$ cat config.mk
export PLATFORM = sky130hd
export DESIGN_NAME = multdiv_controller
export DESIGN_NICKNAME = d
export VERILOG_FILES = /design/src/rtl/multdiv_pkg.sv /design/src/rtl/multdiv_decode.sv /design/src/rtl/multdiv_controller.sv
export SDC_FILE = /design/constraint.sdc
export NUM_CORES = 1
export LEC_CHECK = 0
export BUFFER_PORTS_ARGS = -buffer_cell sky130_fd_sc_hd__buf_2
export CORE_MARGIN = 5
export CORE_UTILIZATION = 40
export CTS_CLUSTER_SIZE = 14
export DETAILED_ROUTE_END_ITERATION = 10
export GPL_ROUTABILITY_DRIVEN = 1
export HOLD_SLACK_MARGIN = 0.03
export PLACE_DENSITY = 0.76
export REMOVE_ABC_BUFFERS = 1
export SYNTH_ARGS = -nofsm -noshare
export SYNTH_HDL_FRONTEND = slang
export SYNTH_SLANG_ARGS = --single-unit
$ cat constraint.sdc
create_clock -name clock -period 1.4 [get_ports clock]
set_input_delay 0.21 -clock clock [delete_from_list [all_inputs] [get_ports clock]]
set_output_delay 0.21 -clock clock [all_outputs]
set_load 0.005 [all_outputs]
$ cat src/rtl/multdiv_pkg.sv
// Shared definitions for the multiply/divide sequencer: instruction field
// codes, the controller state encoding and default exception settings.
package multdiv_pkg;

   localparam logic [4:0] RTYPE_OPCODE = 5'b00000;
   localparam logic [4:0] ALU_OP_MUL   = 5'b00110;
   localparam logic [4:0] ALU_OP_DIV   = 5'b00111;

   localparam int DEFAULT_TIMEOUT      = 40;
   localparam int DEFAULT_MUL_EXC_CODE = 4;
   localparam int DEFAULT_DIV_EXC_CODE = 5;
   localparam int DEFAULT_RSTATUS_REG  = 30;

   typedef enum logic [1:0] {
      IDLE   = 2'd0,
      LAUNCH = 2'd1,
      WAIT   = 2'd2,
      WB     = 2'd3
   } state_e;

endpackage

$ cat src/rtl/multdiv_decode.sv
// Pure combinational decode of a DX instruction into mul/div flags and the
// destination register; shared with the hazard logic.
module multdiv_decode
   import multdiv_pkg::*;
(
   input  logic [31:0] insn,
   output logic        is_mul,
   output logic        is_div,
   output logic [4:0]  rd
);

   logic [16:0] unused_insn_bits;

   assign unused_insn_bits = {insn[21:7], insn[1:0]};

   // Classify the instruction from its opcode and ALU op fields
   always_comb begin
      is_mul = (insn[31:27] == RTYPE_OPCODE) && (insn[6:2] == ALU_OP_MUL);
      is_div = (insn[31:27] == RTYPE_OPCODE) && (insn[6:2] == ALU_OP_DIV);
      rd     = insn[26:22];
   end

endmodule

$ cat src/rtl/multdiv_controller.sv
// Sequencer for the shared multiplier/divider: accepts one op from DX,
// pulses the unit once, stalls the front end, and hands the result (or an
// rstatus exception code) to the register-file write port.
module multdiv_controller
   import multdiv_pkg::*;
#(
   parameter int TIMEOUT      = DEFAULT_TIMEOUT,
   parameter int MUL_EXC_CODE = DEFAULT_MUL_EXC_CODE,
   parameter int DIV_EXC_CODE = DEFAULT_DIV_EXC_CODE,
   parameter int RSTATUS_REG  = DEFAULT_RSTATUS_REG
)(
   input  logic        clock,
   input  logic        reset,
   input  logic [31:0] dx_insn,
   input  logic        dx_valid,
   input  logic [31:0] dx_opA,
   input  logic [31:0] dx_opB,
   output logic        dx_flush,
   output logic        stall,
   output logic        busy,
   output logic        md_ctrl_mult,
   output logic        md_ctrl_div,
   output logic [31:0] md_operandA,
   output logic [31:0] md_operandB,
   input  logic [31:0] md_result,
   input  logic        md_exception,
   input  logic        md_resultRDY,
   output logic        wb_valid,
   output logic [4:0]  wb_rd,
   output logic [31:0] wb_data,
   input  logic        wb_ack,
   output logic        timeout_err
);

   localparam int               CNT_W    = $clog2(TIMEOUT + 1);
   localparam logic [CNT_W-1:0] CNT_LAST = CNT_W'(TIMEOUT - 1);

   logic        dec_is_mul;
   logic        dec_is_div;
   logic [4:0]  dec_rd;
   logic        accept;

   state_e             state_q, state_d;
   logic [CNT_W-1:0]   cnt_q, cnt_d;
   logic [31:0]        opa_q, opa_d;
   logic [31:0]        opb_q, opb_d;
   logic [4:0]         rd_q, rd_d;
   logic               div_q, div_d;
   logic [31:0]        result_q, result_d;
   logic               exc_q, exc_d;
   logic               timeout_err_q, timeout_err_d;

   multdiv_decode u_decode (
      .insn   (dx_insn),
      .is_mul (dec_is_mul),
      .is_div (dec_is_div),
      .rd     (dec_rd)
   );

   assign accept      = dx_valid & (dec_is_mul | dec_is_div) & (state_q == IDLE);
   assign md_operandA = opa_q;
   assign md_operandB = opb_q;
   assign timeout_err = timeout_err_q;

   // State register plus operand/result latches, cleared by synchronous reset
   always_ff @(posedge clock) begin
      if (reset) begin
         state_q       <= IDLE;
         cnt_q         <= '0;
         opa_q         <= '0;
         opb_q         <= '0;
         rd_q          <= '0;
         div_q         <= 1'b0;
         result_q      <= '0;
         exc_q         <= 1'b0;
         timeout_err_q <= 1'b0;
      end else begin
         state_q       <= state_d;
         cnt_q         <= cnt_d;
         opa_q         <= opa_d;
         opb_q         <= opb_d;
         rd_q          <= rd_d;
         div_q         <= div_d;
         result_q      <= result_d;
         exc_q         <= exc_d;
         timeout_err_q <= timeout_err_d;
      end
   end

   // Next state, wait counter and latch updates; a result arriving on the
   // last count takes priority over the timeout
   always_comb begin
      state_d       = state_q;
      cnt_d         = cnt_q;
      opa_d         = opa_q;
      opb_d         = opb_q;
      rd_d          = rd_q;
      div_d         = div_q;
      result_d      = result_q;
      exc_d         = exc_q;
      timeout_err_d = timeout_err_q;
      case (state_q)
         IDLE: begin
            if (accept) begin
               opa_d   = dx_opA;
               opb_d   = dx_opB;
               rd_d    = dec_rd;
               div_d   = dec_is_div;
               state_d = LAUNCH;
            end
         end
         LAUNCH: begin
            cnt_d   = '0;
            state_d = WAIT;
         end
         WAIT: begin
            cnt_d = cnt_q + 1'b1;
            if (md_resultRDY) begin
               result_d = md_result;
               exc_d    = md_exception;
               state_d  = ((rd_q == 5'd0) && !md_exception) ? IDLE : WB;
            end else if (cnt_q == CNT_LAST) begin
               timeout_err_d = 1'b1;
               state_d       = IDLE;
            end
         end
         WB: begin
            if (wb_ack) begin
               state_d = IDLE;
            end
         end
         default: state_d = IDLE;
      endcase
   end

   // Stall/flush, start pulses and the writeback request derived from state
   always_comb begin
      stall        = accept | (state_q != IDLE);
      dx_flush     = accept;
      busy         = (state_q != IDLE);
      md_ctrl_mult = (state_q == LAUNCH) & ~div_q;
      md_ctrl_div  = (state_q == LAUNCH) & div_q;
      wb_valid     = 1'b0;
      wb_rd        = '0;
      wb_data      = '0;
      if (state_q == WB) begin
         wb_valid = 1'b1;
         if (exc_q) begin
            wb_rd   = 5'(RSTATUS_REG);
            wb_data = div_q ? 32'(DIV_EXC_CODE) : 32'(MUL_EXC_CODE);
         end else begin
            wb_rd   = rd_q;
            wb_data = result_q;
         end
      end
   end

endmodule

==> results_tabular.tex, run 1 <==
\begin{tabular}{lr}
\hline
Metric & Value \\
\hline
\multicolumn{2}{l}{\textbf{Outcome}} \\
\quad Outcome & finished, violations left \\
\quad Violated checks & setup timing \\
\multicolumn{2}{l}{\textbf{Drt}} \\
\quad Wire length after detailed routing & 13.5 mm \\
\quad Remaining antenna violation count after routing & 0 \\
\quad Starting DRC count in detailed routing & 350 \\
\quad Vias/cell & 4.88 \\
\quad DR WL/cell & 14.5 µm \\
\quad Remaining design rule violation count & 0 \\
\quad Via count & 4559 \\
\quad Detailed-routing iteration count for the pre-antenna-repair pass & 6 \\
\multicolumn{2}{l}{\textbf{Logic synthesis}} \\
\quad Number of flops mapped to enable cells by yosys & 0 \\
\quad Yosys warning total & 0 \\
\quad Post-Synthesis Cells & 553 \\
\quad Flip-flop cell with the highest count after synthesis & sky130\_fd\_sc\_hd\_\_dfxtp\_1 \\
\quad Seq/Total Area, Yosys & 51.7\% \\
\quad Number of storage elements in the synthesis netlist & 112 \\
\quad Per-instance average area after synthesis & 7.84 µm² \\
\quad Combined area of all synthesized cells & 4340 µm² \\
\quad Distinct cell type count of the synthesized netlist & 32 \\
\quad Async set or reset register ratio after synthesis & 0\% \\
\multicolumn{2}{l}{\textbf{Timing}} \\
\quad Max Fclk & 0.580 GHz \\
\quad Setup ws final & -0.323 ns \\
\quad Count of endpoints failing hold in the final timing report & 0 \\
\quad Ratio of final minimum period to clock period & 123\% \\
\quad Unrepaired setup endpoints after global routing & true \\
\quad Clock tree skew after final layout & 0.0129 ns \\
\quad Count of final max-slew check failures & 0 \\
\quad Slew at the pin closest to its max-slew limit & 0.357 ns \\
\quad Hold Slack & 0.0750 ns \\
\quad Final critical delay including setup and external delays & 1.72 ns \\
\quad Headroom to the max-slew limit & 76.0\% \\
\quad Setup violation total in the final timing report & 96 \\
\multicolumn{2}{l}{\textbf{Placement}} \\
\quad Half-perimeter wire length after detailed placement & 8.88 mm \\
\quad Final Wtd Congestion & 0.813 \\
\quad Placed Cells incl. Taps & 907 \\
\quad Count of input and output buffers & 224 \\
\multicolumn{2}{l}{\textbf{Die}} \\
\quad Initial core utilization & 40.4\% \\
\quad Vertical die dimension & 114 µm \\
\quad DIE AREA & 13000 µm² \\
\quad Die Span X & 114 µm \\
\quad Num rows & 38 \\
\quad Core ar. & 10700 µm² \\
\quad Number of primary I/O pins & 242 \\
\multicolumn{2}{l}{\textbf{Clock network}} \\
\quad Max H-tree Level & 3 \\
\quad TritonCTS clock tree & yes \\
\quad Clock transition at the register clock pins on the worst setup and hold paths after CTS & 0.11 ns \\
\quad Clock buffer depth & 2 \\
\quad Hold-fix buffers, CTS & 0 \\
\quad Number of sinks handled by clock tree synthesis & 112 \\
\quad Total clock buffers created by CTS & 9 \\
\quad Clock tree root driver cell & sky130\_fd\_sc\_hd\_\_clkbuf\_8 \\
\quad Latest clock arrival within the worst-skew pair & 0.36 ns \\
\multicolumn{2}{l}{\textbf{GRT}} \\
\quad All-Layer GR Usage & 18.7\% \\
\quad Aggregate global routing overflow & 0 \\
\quad Wire length of the first global-routing pass & 20.2 mm \\
\quad Number of global-route vias before repair & 4299 \\
\quad Largest net degree at the start of global routing & 58 \\
\quad Initial antenna violation count & 0 \\
\multicolumn{2}{l}{\textbf{Layout}} \\
\quad Number of diodes & 0 \\
\quad Layout overhead on the synthesized area & 48.2\% \\
\quad Number of filler cells placed in the layout & 966 \\
\quad Final non-filler cell total & 935 \\
\quad Number of nets in the finished design & 929 \\
\quad Storage cell area & 2250 µm² \\
\quad Area occupied by multi-input gates & 2090 µm² \\
\quad Commonest cells after routing, fill and taps aside & 207 x sky130\_fd\_sc\_hd\_\_nand2\_1, 206 x sky130\_fd\_sc\_hd\_\_buf\_2, 110 x sky130\_fd\_sc\_hd\_\_dfxtp\_1, 105 x sky130\_fd\_sc\_hd\_\_a21oi\_1, 24 x sky130\_fd\_sc\_hd\_\_buf\_4 \\
\quad Fraction of layout cells with a size suffix above 1 & 40.1\% \\
\quad Final Core Density & 59.8\% \\
\quad Leading cell type in the layout, fill and taps excluded & sky130\_fd\_sc\_hd\_\_nand2\_1 \\
\multicolumn{2}{l}{\textbf{Job}} \\
\quad Number of violations of the max-capacitance limit & 0 \\
\multicolumn{2}{l}{\textbf{Worst setup path}} \\
\quad Arrival @ worst endpoint & 1.51 ns \\
\quad Cell family with the largest share of critical-path delay & buffers and inverters \\
\quad Data required time of the critical path & 1.19 ns \\
\quad Type of element capturing the critical path & output port \\
\quad Worst-path fanout max & 12 \\
\quad Delay of the slowest cell on the worst path & 0.38 ns \\
\quad Category of the most critical setup path & register to output port \\
\quad Worst Path Buf+Inv & 4 \\
\quad Category of the worst setup path launch point & register \\
\quad Critical Path Slowest Stage Cell & sky130\_fd\_sc\_hd\_\_dfxtp\_4 \\
\quad Crit path cell chain & inv\_2 > ha\_4 > nand4\_4 > inv\_4 > buf\_12 > buf\_2 \\
\quad Slack of the worst reg-to-reg path & -0.23 ns \\
\multicolumn{2}{l}{\textbf{Hold path}} \\
\quad Class of the most critical hold timing path & input pin to register \\
\multicolumn{2}{l}{\textbf{Power and ir drop}} \\
\quad Power density over cell area & 880 nW/µm² \\
\quad Peak VDD IR & 0.000489 V \\
\quad Leakage & 2.81 nW \\
\hline
\end{tabular}
==> kinds of logic after synthesis <==
kind of cell    count (synthesis)  share of synthesized area [%]
simple gates                  268                           26.9
compound gates                121                           14.8
flops                         112                           51.7
buf+inv                        43                           4.33
fa+ha+maj                       5                           1.44
xor+xnor                        3                          0.606
mux                             1                          0.231
==> where the power goes <==
| group | switching, W | total [W] | internal (W) |
|---|---|---|---|
| Clock | 0.00108 | 0.00185 | 0.000771 |
| Sequential | 0.0000178 | 0.00322 | 0.00320 |
| Combinational | 0.000274 | 0.000584 | 0.000311 |
==> flip-flops by register name (all words and copies together) (netlist names) <==
| name | flops |
|---|---|
| exc_q | 1 |
| cnt_q | 6 |
| state_q | 2 |
| div_q | 1 |
| rd_q | 5 |
| timeout_err | 1 |
| md_operandB | 32 |
| result_q | 32 |
| md_operandA | 32 |
==> cell usage after synthesis (3+ instances only) <==
cell type	number	area share [%]
sky130_fd_sc_hd__inv_1	5	0.43
sky130_fd_sc_hd__dfxtp_1	112	52
sky130_fd_sc_hd__xor2_1	3	0.61
sky130_fd_sc_hd__a21oi_1	107	12
sky130_fd_sc_hd__o21a_1	5	0.87
sky130_fd_sc_hd__nand2_1	209	18
sky130_fd_sc_hd__nor2b_1	5	0.72
sky130_fd_sc_hd__buf_4	7	1.2
sky130_fd_sc_hd__and2_1	33	4.8
sky130_fd_sc_hd__clkbuf_1	29	2.5
sky130_fd_sc_hd__nor2_1	7	0.61
sky130_fd_sc_hd__ha_1	5	1.4
==> worst min-delay path, stage by stage <==
cell	delay (ns)
sky130_fd_sc_hd__buf_2	0.09
sky130_fd_sc_hd__nand2_1	0.04
sky130_fd_sc_hd__a21oi_1	0.05
==> worst paths after layout <==
check                           depth (start not counted)              end             from
worst max register to register                          9   md_operandB[5]       state_q[0]
worst min register to register                          2  md_operandB[24]  md_operandB[24]
worst max-delay path                                    6         dx_flush       state_q[0]
worst min-delay path                                    3  md_operandA[27]       dx_opA[27]
==> cell type report <==
class / count / share of cell area (%)
clock buffers: 12 / 2.41
well taps: 140 / 2.73
repair buffers: 263 / 26.4
multi-input cells: 398 / 32.5
inverters: 6 / 0.389
clock inverters: 4 / 0.584
flip-flops and latches: 112 / 35.0
==> per-layer routing <==
| layer | vias up | GRT usage [%] | wire [µm] |
|---|---|---|---|
| met3 | 18 | 5.23 | 1170 |
| met2 | 190 | 32.6 | 6770 |
| met4 | 0 | 6.33 | 254 |
| met5 | - | 0 | 0 |
| li1 | 2261 | - | - |
| met1 | 2090 | 22.2 | 5340 |
==> repair_timing <==
action	in CTS	in global routing
pin swaps	20	6
cloned	2	4
buffers inserted	5	4
resized for setup	63	20
endpoints found under the setup margin	149	153
==> metrics by stage <==
stage	setup TNS [ns]	worst slack, ns	instance area, µm²	total power [W]
finish	-20.95	-0.323	6430	0.00566
global route	-30.92	-0.420	6430	0.00591
CTS	-16.09	-0.391	6290	0.00568
detailed placement	-10.18	-0.164	5760	0.00374
global placement	-7.52	-0.111	5760	0.00374
floorplan	-121.06	-1.50	4170	0.00342
(Power assumes the default switching activity.)
==> run 2: changes to the inputs <==
--- a/config.mk
+++ b/config.mk
@@ -5,14 +5,14 @@
 export SDC_FILE = /design/constraint.sdc
 export NUM_CORES = 1
 export LEC_CHECK = 0
-export BUFFER_PORTS_ARGS = -buffer_cell sky130_fd_sc_hd__buf_2
 export CORE_MARGIN = 5
-export CORE_UTILIZATION = 40
+export CORE_UTILIZATION = 56
 export CTS_CLUSTER_SIZE = 14
 export DETAILED_ROUTE_END_ITERATION = 10
+export DONT_BUFFER_PORTS = 1
 export GPL_ROUTABILITY_DRIVEN = 1
 export HOLD_SLACK_MARGIN = 0.03
-export PLACE_DENSITY = 0.76
+export PLACE_DENSITY = 0.74
 export REMOVE_ABC_BUFFERS = 1
 export SYNTH_ARGS = -nofsm -noshare
 export SYNTH_HDL_FRONTEND = slang
==> results_tabular.tex, run 2 (synthesis gave the netlist of run 1 again) <==
\begin{tabular}{lr}
\hline
Metric & Value \\
\hline
\multicolumn{2}{l}{\textbf{Power and ir drop}} \\
\quad Total power of the final layout & 0.00537 W \\
\quad Power density over cell area & 1020 nW/µm² \\
\quad Peak VDD IR & 0.000600 V \\
\quad Flop pwr share & 60.0\% \\
\quad Internal power & 0.00408 W \\
\quad Part of the power in the clock network & 33.3\% \\
\quad Part of the total power dissipated in combinational logic & 6.7\% \\
\quad Leakage & 1.78 nW \\
\quad Switching Share & 24.0\% \\
\quad Total net switching power & 0.00129 W \\
\multicolumn{2}{l}{\textbf{Clock network}} \\
\quad Latest clock arrival within the worst-skew pair & 0.36 ns \\
\quad Number of sinks handled by clock tree synthesis & 112 \\
\quad Total clock buffers created by CTS & 9 \\
\quad Clock transition at the register clock pins on the worst setup and hold paths after CTS & 0.11 ns \\
\quad Max H-tree Level & 3 \\
\quad Clock buffer depth & 2 \\
\quad Clock tree root driver cell & sky130\_fd\_sc\_hd\_\_clkbuf\_8 \\
\quad TritonCTS clock tree & yes \\
\multicolumn{2}{l}{\textbf{Outcome}} \\
\quad Outcome & finished, violations left \\
\quad Violated checks & hold timing, setup timing \\
\multicolumn{2}{l}{\textbf{Hold path}} \\
\quad Hold Path Stages & 1 \\
\quad Start point of the worst hold path & reset \\
\quad End of the worst hold path & state\_q[0] \\
\quad Class of the most critical hold timing path & input pin to register \\
\multicolumn{2}{l}{\textbf{Placement}} \\
\quad Instance area at placement & 4540 µm² \\
\quad Half-perimeter wire length after detailed placement & 7.75 mm \\
\quad Final Wtd Congestion & 0.850 \\
\quad Count of input and output buffers & 0 \\
\multicolumn{2}{l}{\textbf{Timing}} \\
\quad Ratio of final minimum period to clock period & 117\% \\
\quad Final critical delay including setup and external delays & 1.63 ns \\
\quad Unrepaired setup endpoints after global routing & true \\
\quad Count of endpoints failing hold in the final timing report & 103 \\
\quad Headroom to the max-slew limit & 67.9\% \\
\quad Slew at the pin closest to its max-slew limit & 0.478 ns \\
\quad Setup ws final & -0.234 ns \\
\quad Count of final max-slew check failures & 0 \\
\quad Setup violation total in the final timing report & 96 \\
\quad Max Fclk & 0.612 GHz \\
\quad Hold Slack & -0.103 ns \\
\quad Clock tree skew after final layout & 0.0117 ns \\
\multicolumn{2}{l}{\textbf{Drt}} \\
\quad Routed met3 length & 1.19 mm \\
\quad DR WL/cell & 18.5 µm \\
\quad Starting DRC count in detailed routing & 176 \\
\quad Via count & 3803 \\
\quad Highest routing layer actually used & met4 \\
\quad Met1 Wirelength & 4.72 mm \\
\quad Wire length after detailed routing & 12.5 mm \\
\quad Vias/cell & 5.61 \\
\quad Remaining design rule violation count & 0 \\
\quad Remaining antenna violation count after routing & 0 \\
\quad Met2 WL post-DR & 6.50 mm \\
\quad Detailed-routing iteration count for the pre-antenna-repair pass & 4 \\
\multicolumn{2}{l}{\textbf{GRT}} \\
\quad Wire length of the first global-routing pass & 18.7 mm \\
\quad Initial antenna violation count & 0 \\
\quad Aggregate global routing overflow & 0 \\
\quad Largest net degree at the start of global routing & 111 \\
\quad Number of global-route vias before repair & 3728 \\
\quad All-Layer GR Usage & 24.0\% \\
\multicolumn{2}{l}{\textbf{Die}} \\
\quad Vertical die dimension & 98 µm \\
\quad Initial core utilization & 56.7\% \\
\quad Num rows & 32 \\
\quad Number of primary I/O pins & 242 \\
\quad DIE AREA & 9600 µm² \\
\quad Core ar. & 7650 µm² \\
\quad Die Span X & 98 µm \\
\multicolumn{2}{l}{\textbf{Worst setup path}} \\
\quad Critical Path Slowest Stage Cell & sky130\_fd\_sc\_hd\_\_dfxtp\_4 \\
\quad Crit path cell chain & ha\_4 > nor2b\_4 > buf\_8 > and2\_1 \\
\quad Slack of the worst reg-to-reg path & -0.14 ns \\
\quad Number of cells traversed by the worst register-to-register path & 8 \\
\quad Capturing point of the worst reg2reg path & md\_operandB[0] \\
\quad Cell family with the largest share of critical-path delay & flip-flops \\
\quad Worst-path fanout max & 16 \\
\quad Category of the most critical setup path & register to output port \\
\quad RR Startpoint & state\_q[1] \\
\quad Worst Path Buf+Inv & 1 \\
\quad Type of element capturing the critical path & output port \\
\quad Category of the worst setup path launch point & register \\
\quad Data required time of the critical path & 1.19 ns \\
\quad Depth of the critical timing path with buffers and inverters included & 4 \\
\quad Delay of the slowest cell on the worst path & 0.39 ns \\
\quad Arrival @ worst endpoint & 1.42 ns \\
\multicolumn{2}{l}{\textbf{Layout}} \\
\quad Commonest cells after routing, fill and taps aside & 207 x sky130\_fd\_sc\_hd\_\_nand2\_1, 109 x sky130\_fd\_sc\_hd\_\_dfxtp\_1, 101 x sky130\_fd\_sc\_hd\_\_a21oi\_1, 26 x sky130\_fd\_sc\_hd\_\_buf\_4, 23 x sky130\_fd\_sc\_hd\_\_and2\_1 \\
\quad Fraction of layout cells with a size suffix above 1 & 17.7\% \\
\quad Final Cell Area & 5250 µm² \\
\quad Layout overhead on the synthesized area & 21.0\% \\
\quad Number of nets in the finished design & 710 \\
\quad Number of diodes & 0 \\
\quad Leading cell type in the layout, fill and taps excluded & sky130\_fd\_sc\_hd\_\_nand2\_1 \\
\multicolumn{2}{l}{\textbf{Job}} \\
\quad Number of violations of the max-capacitance limit & 0 \\
\hline
\end{tabular}
run 2: worst max path at each step:
stage	slack (ns)	endpoint	start
2_1_floorplan	-1.50	div_q	state_q[0]
3_3_place_gp	-0.02	md_operandB[31]	state_q[0]
3_5_place_dp	-0.12	state_q[1]	state_q[0]
4_1_cts	-0.26	wb_rd[0]	state_q[0]
5_1_grt	-0.32	wb_rd[0]	state_q[1]
6_report	-0.23	wb_rd[0]	state_q[1]
run 2: power by group through the flow:
stage,Clock (W),Combinational [W],Sequential (W)
after floorplan,0,0.000140,0.00328
after global placement,0,0.000223,0.00328
after detailed placement,0,0.000232,0.00329
after CTS,0.00182,0.000339,0.00322
after global routing,0.00197,0.000385,0.00323
final,0.00179,0.000360,0.00322
run 2: through the flow:
step | setup slack [ns] | cells | setup TNS [ns] | hold WS [ns] | util, %
floorplan | -1.50 | 516 | -121.06 | 0.279 | -
global placement | -0.0207 | 643 | -0.683 | 0.291 | 59.3
detailed placement | -0.124 | 643 | -3.57 | 0.294 | 59.3
CTS | -0.262 | 671 | -12.57 | -0.112 | 66.5
global route | -0.316 | 678 | -23.72 | -0.127 | 68.6
finish | -0.234 | 678 | -13.28 | -0.103 | 68.6
run 2: cell type report:
class	count	area, µm²
Sequential cell	112	2250
Timing Repair Buffer	44	567
Tap cell	102	128
Multi-Input combinational cell	398	2090
Fill cell	592	2400
Clock buffer	10	128
Clock inverter	6	56.3
Inverter	6	25.0
run 2: what timing repair did:
item / CTS / global route
setup endpoints to repair: 127 / 143
gates resized for setup: 52 / 17
hold endpoints to repair: 108 / 108
cloned: 6 / 3
setup buffers: 6 / 4
pin swaps: 13 / 3
run 2: per-layer routing:
layer	vias up	GRT usage, %
met4	0	7.56
met5	-	0
met2	169	41.6
met1	1802	27.8
li1	1822	-
met3	10	8.29
==> run 3: changes to the inputs <==
--- a/config.mk
+++ b/config.mk
@@ -5,6 +5,7 @@
 export SDC_FILE = /design/constraint.sdc
 export NUM_CORES = 1
 export LEC_CHECK = 0
+export ABC_AREA = 1
 export CORE_MARGIN = 5
 export CORE_UTILIZATION = 56
 export CTS_CLUSTER_SIZE = 14
@@ -17,3 +18,4 @@
 export SYNTH_ARGS = -nofsm -noshare
 export SYNTH_HDL_FRONTEND = slang
 export SYNTH_SLANG_ARGS = --single-unit
+export TNS_END_PERCENT = 30
==> constraint.sdc (replaced) <==
create_clock -name clock -period 1.4 [get_ports clock]
set_input_delay 0.21 -clock clock [delete_from_list [all_inputs] [get_ports clock]]
set_output_delay 0.21 -clock clock [all_outputs]
set_load 0.02 [all_outputs]
==> results_tabular.tex, run 3 <==
\begin{tabular}{lr}
\hline
Metric & Value \\
\hline
\multicolumn{2}{l}{\textbf{Power and ir drop}} \\
\quad Internal power & 0.00494 W \\
\quad Power density over cell area & 1060 nW/µm² \\
\quad Part of the power in the clock network & 25.6\% \\
\quad Peak VDD IR & 0.000633 V \\
\quad Leakage & 2.82 nW \\
\quad Switching Share & 31.5\% \\
\quad Flop pwr share & 50.2\% \\
\quad Part of the total power dissipated in combinational logic & 24.2\% \\
\quad Total net switching power & 0.00227 W \\
\multicolumn{2}{l}{\textbf{Timing}} \\
\quad Clock tree skew after final layout & 0.0141 ns \\
\quad Unrepaired setup endpoints after global routing & true \\
\quad Ratio of final minimum period to clock period & 133\% \\
\quad Slew at the pin closest to its max-slew limit & 0.392 ns \\
\quad Count of endpoints failing hold in the final timing report & 0 \\
\quad Headroom to the max-slew limit & 73.9\% \\
\quad Setup ws final & -0.456 ns \\
\quad Max Fclk & 0.539 GHz \\
\quad Setup violation total in the final timing report & 149 \\
\quad Final critical delay including setup and external delays & 1.86 ns \\
\quad Count of final max-slew check failures & 0 \\
\quad Hold Slack & 0.0156 ns \\
\multicolumn{2}{l}{\textbf{Logic synthesis}} \\
\quad Top cells by instance count after synthesis & 260 x sky130\_fd\_sc\_hd\_\_nor2\_1, 112 x sky130\_fd\_sc\_hd\_\_dfxtp\_1, 106 x sky130\_fd\_sc\_hd\_\_o21ai\_0, 47 x sky130\_fd\_sc\_hd\_\_nand2\_1, 32 x sky130\_fd\_sc\_hd\_\_clkbuf\_1 \\
\quad Most repeated cell in the gate-level netlist after synthesis & sky130\_fd\_sc\_hd\_\_nor2\_1 \\
\quad Number of storage elements in the synthesis netlist & 112 \\
\quad Flip-flop cell with the highest count after synthesis & sky130\_fd\_sc\_hd\_\_dfxtp\_1 \\
\quad Post-Synthesis Cells & 620 \\
\quad Distinct cell type count of the synthesized netlist & 20 \\
\quad Seq/Total Area, Yosys & 50.2\% \\
\quad Yosys top cell area share & 50.2\% \\
\quad Async set or reset register ratio after synthesis & 0\% \\
\quad Library cell occupying the most area in the post-synthesis netlist & sky130\_fd\_sc\_hd\_\_dfxtp\_1 \\
\quad Combined area of all synthesized cells & 4460 µm² \\
\quad Per-instance average area after synthesis & 7.20 µm² \\
\quad Yosys warning total & 0 \\
\quad Number of flops mapped to enable cells by yosys & 0 \\
\quad Dominant cells by area after synthesis & sky130\_fd\_sc\_hd\_\_dfxtp\_1 50\%, sky130\_fd\_sc\_hd\_\_nor2\_1 22\%, sky130\_fd\_sc\_hd\_\_o21ai\_0 12\% \\
\multicolumn{2}{l}{\textbf{Worst setup path}} \\
\quad Arrival @ worst endpoint & 1.65 ns \\
\quad Worst Path Buf+Inv & 3 \\
\quad Worst-path fanout max & 6 \\
\quad Crit path cell chain & buf\_6 > ha\_4 > buf\_12 > nand2\_1 > nor2\_1 > buf\_4 \\
\quad Type of element capturing the critical path & output port \\
\quad Critical Path Slowest Stage Cell & sky130\_fd\_sc\_hd\_\_dfxtp\_2 \\
\quad Data required time of the critical path & 1.19 ns \\
\quad Delay of the slowest cell on the worst path & 0.35 ns \\
\quad Category of the worst setup path launch point & register \\
\quad Category of the most critical setup path & register to output port \\
\quad Cell family with the largest share of critical-path delay & buffers and inverters \\
\multicolumn{2}{l}{\textbf{GRT}} \\
\quad Aggregate global routing overflow & 0 \\
\quad Number of global-route vias before repair & 4724 \\
\quad Largest net degree at the start of global routing & 76 \\
\quad Initial antenna violation count & 0 \\
\quad All-Layer GR Usage & 29.2\% \\
\quad Wire length of the first global-routing pass & 23.4 mm \\
\multicolumn{2}{l}{\textbf{Drt}} \\
\quad Starting DRC count in detailed routing & 296 \\
\quad Remaining antenna violation count after routing & 0 \\
\quad Detailed-routing iteration count for the pre-antenna-repair pass & 5 \\
\quad Remaining design rule violation count & 0 \\
\quad Wire length after detailed routing & 16.7 mm \\
\quad Vias/cell & 5.62 \\
\quad DR WL/cell & 19.1 µm \\
\quad Via count & 4927 \\
\multicolumn{2}{l}{\textbf{Clock network}} \\
\quad Max H-tree Level & 3 \\
\quad Latest clock arrival within the worst-skew pair & 0.37 ns \\
\quad Clock tree root driver cell & sky130\_fd\_sc\_hd\_\_clkbuf\_8 \\
\quad Number of sinks handled by clock tree synthesis & 112 \\
\quad Clock transition at the register clock pins on the worst setup and hold paths after CTS & 0.10 ns \\
\quad TritonCTS clock tree & yes \\
\quad Total clock buffers created by CTS & 9 \\
\quad Clock buffer depth & 2 \\
\multicolumn{2}{l}{\textbf{Outcome}} \\
\quad Outcome & finished, violations left \\
\quad Violated checks & setup timing \\
\multicolumn{2}{l}{\textbf{Layout}} \\
\quad Fraction of layout cells with a size suffix above 1 & 25.1\% \\
\quad Final Core Density & 87.8\% \\
\quad Layout overhead on the synthesized area & 52.0\% \\
\quad Commonest cells after routing, fill and taps aside & 228 x sky130\_fd\_sc\_hd\_\_nor2\_1, 110 x sky130\_fd\_sc\_hd\_\_dfxtp\_1, 91 x sky130\_fd\_sc\_hd\_\_o21ai\_0, 87 x sky130\_fd\_sc\_hd\_\_dlygate4sd3\_1, 49 x sky130\_fd\_sc\_hd\_\_buf\_4 \\
\quad Number of diodes & 0 \\
\quad Leading cell type in the layout, fill and taps excluded & sky130\_fd\_sc\_hd\_\_nor2\_1 \\
\quad Number of nets in the finished design & 908 \\
\multicolumn{2}{l}{\textbf{Die}} \\
\quad Die Span X & 99.3 µm \\
\quad DIE AREA & 9860 µm² \\
\quad Initial core utilization & 57.8\% \\
\quad Vertical die dimension & 99.3 µm \\
\quad Num rows & 32 \\
\quad Core ar. & 7730 µm² \\
\quad Number of primary I/O pins & 242 \\
\multicolumn{2}{l}{\textbf{Hold path}} \\
\quad Class of the most critical hold timing path & input pin to register \\
\multicolumn{2}{l}{\textbf{Placement}} \\
\quad Count of input and output buffers & 0 \\
\quad Final Wtd Congestion & 0.823 \\
\quad Half-perimeter wire length after detailed placement & 8.51 mm \\
\multicolumn{2}{l}{\textbf{Job}} \\
\quad Number of violations of the max-capacitance limit & 0 \\
\hline
\end{tabular}
[run 3: metal layers]
layer / part of all wire, % / GRT usage [%] / vias to the layer above
met3: 11 / 10.5 / 67
met4: 4.6 / 14.7 / 0
met1: 33 / 30.4 / 2263
met2: 51 / 51.7 / 342
li1: - / - / 2255
met5: 0 / 0 / -
[run 3: area by class of cell]
cell class	count	area (µm²)
Multi-Input combinational cell	452	2290
Sequential cell	112	2240
Timing Repair Buffer	177	1850
Fill cell	347	942
Tap cell	102	128
Clock buffer	9	124
Inverter	17	83.8
Clock inverter	7	65.1
[run 3: logic make-up (layout without fill, tap and decap cells)]
logic type	after synthesis	after routing	share of synthesized area (%)
adder cells (fa/ha/maj)	5	5	1.40
AND/OR/NAND/NOR	331	331	29.2
flip-flops	112	112	50.2
XOR/XNOR	1	1	0.196
AO/OA/AOI/OAI	115	115	13.0
buffers and inverters	56	210	5.97
[run 3: worst paths after layout]
path / cells past startpoint / start / slack (ns) / to
setup reg to reg: 11 / state_q[0] / -0.35 / md_operandB[13]
hold / removal: 2 / md_result[11] / 0.02 / result_q[11]
hold reg to reg: 2 / cnt_q[1] / 0.50 / cnt_q[1]
setup / recovery: 6 / state_q[1] / -0.46 / wb_data[9]
[run 3: power by group through the flow]
stage / Sequential [W] / Combinational [W] / Clock (W)
global placement: 0.00359 / 0.000965 / 0
finish: 0.00362 / 0.00174 / 0.00184
detailed placement: 0.00360 / 0.00100 / 0
global route: 0.00364 / 0.00188 / 0.00201
floorplan: 0.00361 / 0.000598 / 0
CTS: 0.00354 / 0.00144 / 0.00186
[run 3: worst register-to-register path: stages, from the launching register on]
cell,delay [ns]
sky130_fd_sc_hd__dfxtp_2,0.34
sky130_fd_sc_hd__buf_4,0.14
sky130_fd_sc_hd__inv_4,0.06
sky130_fd_sc_hd__ha_4,0.14
sky130_fd_sc_hd__inv_4,0.05
sky130_fd_sc_hd__nor3_4,0.21
sky130_fd_sc_hd__buf_12,0.14
sky130_fd_sc_hd__buf_4,0.11
sky130_fd_sc_hd__buf_12,0.14
sky130_fd_sc_hd__buf_4,0.16
sky130_fd_sc_hd__nor2_2,0.04
sky130_fd_sc_hd__nor2_1,0.14
[run 3: timing repair]
action / in CTS / in global routing
cloned: 1 / 3
hold endpoints to repair: 85 / 3
hold buffers: 84 / 3
pin swaps: 34 / 54
gates resized for setup: 49 / 105
buffers inserted: 9 / 6
endpoints found under the setup margin: 145 / 136
[run 3: per-stage QoR]
| stage | power, W | TNS [ns] | cells | cell area, µm² | worst slack, ns |
|---|---|---|---|---|---|
| global route | 0.00752 | -45.24 | 876 | 6790 | -0.469 |
| global placement | 0.00456 | -5.28 | 755 | 5040 | -0.0860 |
| CTS | 0.00684 | -12.32 | 865 | 6340 | -0.333 |
| floorplan | 0.00421 | -128.20 | 581 | 4260 | -1.19 |
| finish | 0.00721 | -37.10 | 876 | 6790 | -0.456 |
| detailed placement | 0.00460 | -8.80 | 755 | 5040 | -0.130 |
